===== config.mk =====
export PLATFORM = sky130hd
export DESIGN_NAME = register_file
export DESIGN_NICKNAME = d
export VERILOG_FILES = /design/src/rtl/register_file.sv
export SDC_FILE = /design/constraint.sdc
export NUM_CORES = 2
export LEC_CHECK = 0
export BUFFER_PORTS_ARGS = -buffer_cell sky130_fd_sc_hd__buf_2
export CORE_MARGIN = 3
export CORE_UTILIZATION = 40
export CTS_CLUSTER_SIZE = 10
export DETAILED_ROUTE_END_ITERATION = 10
export GPL_ROUTABILITY_DRIVEN = 0
export PLACE_DENSITY = 0.52
export SYNTH_ARGS = -nofsm -noshare
export SYNTH_HDL_FRONTEND = slang
export SYNTH_SLANG_ARGS = --single-unit

===== constraint.sdc =====
create_clock -name clk -period 43.5 [get_ports clk]
set_clock_uncertainty 0.2 [all_clocks]
set_input_delay 6.525 -clock clk [delete_from_list [all_inputs] [get_ports clk]]
set_output_delay 6.525 -clock clk [all_outputs]
set_load 0.01 [all_outputs]

===== src/rtl/register_file.sv =====
// register_file: 32 x DATA_W register file, two combinational read ports and
// one write port with an extended 16-bit write address.
// Optional build macro REGFILE_R0_ZERO_EN: register 0 is hardwired to zero.
module register_file #(
  parameter int unsigned DATA_W   = 32,
  parameter int unsigned NUM_REGS = 32
) (
  input  logic              clk,
  input  logic              rst,
  input  logic [4:0]        read_address_0,
  input  logic [4:0]        read_address_1,
  input  logic [15:0]       write_address_0,
  input  logic              write_en,
  input  logic [DATA_W-1:0] write_data,
  output logic [DATA_W-1:0] read_data_0,
  output logic [DATA_W-1:0] read_data_1
);

  localparam int unsigned ADDR_W  = 5;
  localparam int unsigned WADDR_W = 16;

  logic [DATA_W-1:0] regs [NUM_REGS];
  logic [ADDR_W-1:0] wr_index_c;
  logic              wr_upper_zero_c;
  logic              wr_fire_c;

  // Qualify the write: strobe set and all address bits above the index clear
  always_comb begin
    wr_index_c      = write_address_0[ADDR_W-1:0];
    wr_upper_zero_c = (write_address_0[WADDR_W-1:ADDR_W] == (WADDR_W-ADDR_W)'(0));
    wr_fire_c       = write_en && wr_upper_zero_c;
`ifdef REGFILE_R0_ZERO_EN
    // Register 0 is constant zero, so writes to it are dropped
    if (wr_index_c == ADDR_W'(0)) begin
      wr_fire_c = 1'b0;
    end
`endif
  end

  // Register array: async clear dominates, otherwise a qualified write lands on the rising edge
  always_ff @(posedge clk or posedge rst) begin
    if (rst) begin
      for (int i = 0; i < int'(NUM_REGS); i++) begin
        regs[i] <= '0;
      end
    end else if (wr_fire_c) begin
      regs[wr_index_c] <= write_data;
    end
  end

  // Combinational read ports; no write bypass, so new data appears only after the edge
  always_comb begin
    read_data_0 = regs[read_address_0];
    read_data_1 = regs[read_address_1];
`ifdef REGFILE_R0_ZERO_EN
    if (read_address_0 == ADDR_W'(0)) begin
      read_data_0 = '0;
    end
    if (read_address_1 == ADDR_W'(0)) begin
      read_data_1 = '0;
    end
`endif
  end

endmodule


# == Word level (Yosys, flattened, before mapping) ==
# Cells that the tools add are included.
# op_classes
shift,0
order_cmp,4
n_addsub,0
n_mux,9
div,0
bitwise_logic,3
eq_ne,0
mul,0
n_reduce_logical,3
# ops
operator,n
$bwmux W1024,1
$bmux W32 S5,2
$demux W32 S5,1
$mux W32,5
$ge A6 B6 Y1 const B,3
$not A5 Y6,3
$logic_not A11 Y1,1
$lt A6 B1 Y1 const B,1
$logic_and A1 B1 Y1,2
# word_totals
mem_count,0
in_bits,61
reg_bits,1024
romBits,0
latch_bits,0
ram_bits,0

# == Depth between registers and ports, before layout ==
# depth
word_depth,6
depth_mapped,8
ltp_nobuf,5

# == Least setup slack after synthesis ==
# Ideal clock, no wire load.
# synth_path
kind,input to output
startpoint,input port read_address_0[1]
endpoint,output port read_data_0[10]
setup_slack_ns,28.688
arrival_time_ns,8.087
stages,8
path_buffers,4
required_ns,36.775
path_cell_list,clkbuf_1 -> buf_2 -> buf_2 -> buf_1 -> mux2i_1 -> nand2_1 -> a31oi_1 -> nand3_1
# synth_via
elab_chain_cells,4
# synth_lines
item,line,rtl
start: declaration,10,"input logic [4:0] read_address_0,"
$not A5 Y6 (not written as such),53,read_data_0 = regs[read_address_0];
$bmux W32 S5,53,
$mux W32 (not written as such) (2 in series),53,
end: declaration,15,"output logic [DATA_W-1:0] read_data_0,"
# No other way between the ends. The select of a mux whose other input is x is not followed.

# == Final worst setup path ==
# layout_path
startpoint,input port read_address_0[1]
endpoint,output port read_data_0[30]
# The elaborated chain is that of the path after synthesis.

==> metrics.md <==
| Metric | Value |
|---|---|
| Status | `finished clean` |
| Row cnt | `136` |
| Final setup violation count | `0` |
| Post-synth cell types | `34` |
| Filler cells | `12928` |
| Biggest regs | `regs: 1024 flops` |
| Synthesized area per cell | `12.1 um2` |
| Fin nets | `4551` |
| Port bufs | `124` |
| Total gr overflow | `0` |
| Hold-fix buffers, CTS | `0` |
| Worst Max-Slew Pin Slew | `1360 ps` |
| P per Cell Area | `33.7 nW/um2` |
| FF+latch count, synth | `1024` |
| Headroom to the max-slew limit | `9.45%` |
| Synth-to-layout area growth | `9.47%` |
| Leak Pwr | `30.6 nW` |
| Largest family of logic cells by synthesized area | `multiplexers` |
| XOR/XNOR Fraction of Synth Area | `0%` |
| Post-synthesis simple-gate area fraction | `4.32%` |
| HP Start | `regs[995]` |
| Adder-cell share of the synthesized area | `0%` |
| Worst reg-to-reg setup slack | `42490 ps` |
| H-tree Lvls | `3` |
| Crit path max fanout | `112` |
| Bufs on Longest Clock Path | `3` |
| Worst setup SP type | `primary input` |
| Resize count post-CTS | `0` |
| CP arrival | `10860 ps` |
| Tot GR Track Use | `26.3%` |
| Post-synthesis compound-gate area fraction | `7.03%` |
| Commonest cells after routing, fill and taps aside | `mux2i_1 (1024), dfrtp_1 (1024), mux2_2 (947)` |
| Post-DR wirelength/cell | `30.2 um` |
| Setup tns final | `0 ps` |
| R2R Path End | `regs[971]` |
| Core Region | `138000 um2` |
| Post-CTS Setup Bufs | `0` |
| Max Clk Rate | `56.9 MHz` |
| Area of the mapped netlist | `55800 um2` |
| Reg clk slew, reported paths | `60 ps` |
| Worst setup startpoint | `read_address_0[1]` |
| Drt via density | `6.04` |
| I/O pin total | `125` |
| Biggest register | `regs` |
| Crit path to | `read_data_0[30]` |
| TritonCTS Buffers | `119` |
| DPL Wire Length | `96000 um` |
| Number of global-route vias before repair | `39083` |
| Final hold vios | `0` |
| Worst hold path class | `register to register` |
| Net Count, Synth | `4678` |
| Post-synthesis mux area share | `39.2%` |
| RR Startpoint | `regs[971]` |
| First-pass DRT Iterations | `5` |
| Critical path type | `primary input to output pin` |
| Max_cap viols | `0` |
| R2r worst-path depth | `1` |
| WL final | `194000 um` |
| Initial cell density of the core | `40.5%` |
| Period utilization | `40.4%` |
| Sequential cell area fraction in the yosys report | `45.9%` |
| Post-Synthesis Cells | `4617` |
| Via Count | `38769` |
| Unrepaired setup endpoints after global routing | `false` |
| Layout cells sized above 1 | `30.1%` |
| Die area | `144000 um2` |
| Layout Utilization | `44.3%` |
| Initial antenna violation count | `23` |
| Die Y-Extent | `380 um` |
| Worst Setup End Kind | `output pin` |
| Final Critical Period | `17590 ps` |
| Worst Path Required | `36780 ps` |
| Clock sinks | `1024` |
| Die span in x | `380 um` |
| CTS tree | `yes` |
| Pins Over Slew Limit | `0` |
| Root Driver | `clkbuf_16` |
| Yosys warnings | `0` |
| Worst skew pair latency | `720 ps` |
| Largest net degree at the start of global routing | `157` |
| Residual DRC | `0` |
| Starting DRT DRC Count | `3322` |
| Max VDD drop | `0.0291 mV` |
| ANT nets after route | `0` |
| Max reg flops | `1024` |
| Overall power | `2.06 mW` |
| First-pass GRT wire length | `281000 um` |
-- final cells by class --
class | count | area [um2] | share of cell area [%]
diodes | 6 | 15.0 | 0.0246
clock buffers | 166 | 3280 | 5.36
clock inverters | 10 | 78.8 | 0.129
inverters | 1 | 11.3 | 0.0184
multi-input cells | 3146 | 28500 | 46.6
flip-flops and latches | 1024 | 25600 | 41.9
well taps | 1863 | 2330 | 3.81
repair buffers | 198 | 1300 | 2.12
-- worst min-delay path by stage --
stage	slack [ps]	cells past startpoint	to
after floorplan	280	1	regs[1000]
after global routing	330	1	regs[969]
after global placement	290	1	regs[969]
after CTS	310	1	regs[969]
after detailed placement	300	1	regs[969]
final	310	1	regs[995]
-- report_power, final --
| group | internal [mW] | switching [mW] | leakage [nW] |
|---|---|---|---|
| combinational | 0.0558 | 0.137 | 14.7 |
| clock | 0.513 | 0.398 | 1.63 |
| sequential | 0.953 | 0.000248 | 14.3 |
-- kinds of logic after synthesis --
logic type,after synthesis
multiplexers,2048
flip-flops,1024
AO/OA/AOI/OAI,576
AND/OR/NAND/NOR,522
buffers and inverters,447
-- critical path, cell delays in order --
cell	delay (ps)
buf_8	650
buf_12	650
buf_4	830
buf_4	860
mux2i_1	270
a22oi_1	110
a31oi_1	280
nand3_1	340
buf_2	260
-- routing by layer --
layer,part of all wire [%],global-route usage [%],up-vias
li1,-,-,16778
met5,0.010,0,-
met2,45,41.1,1150
met3,5.2,3.52,283
met1,48,38.6,20556
met4,2.5,6.16,2
-- Yosys cell counts --
master    number  share of area [%]
nor3_2         1              0.018
nand3b_1       3              0.040
mux2i_1     1024                 18
nor2_1        12              0.081
nor3_1        66               0.59
nand2_1      209                1.4
mux2_2       947                 19
inv_1          1             0.0067
or3_4          1              0.020
buf_1         90               0.61
mux2_4        30               0.81
clkbuf_1     236                1.6
nor2_2        12               0.13
buf_4         54               0.73
a22oi_1      192                2.6
or2_2          4              0.045
a31oi_1       64               0.72
nor2b_1        4              0.045
dfrtp_1     1024                 46
nand3_1      193                1.7
nand2b_1       6              0.067
nor3b_1        2              0.027
and2_1         2              0.022
buf_2         63               0.56
nor4b_2        1              0.027
nor4_1         1              0.011
buf_6          3              0.060
a21oi_1      192                1.7
or4_1          1              0.013
or3_1          1              0.011
and3_1         1              0.011
or2_1          2              0.022
a22o_1       128                2.0
mux2_1        47               0.95
-- stage by stage --
| step | std cells | area [um2] | hold slack [ps] | setup WS [ps] |
|---|---|---|---|---|
| detailed placement | 6232 | 57800 | 299 | 25900 |
| global route | 6409 | 61100 | 329 | 25690 |
| floorplan | 4617 | 55800 | 279 | 7960 |
| global placement | 6232 | 57800 | 291 | 25910 |
| finish | 6414 | 61100 | 313 | 25920 |
| CTS | 6408 | 61100 | 313 | 25860 |
Note: power is estimated with default switching activity, not from simulation.
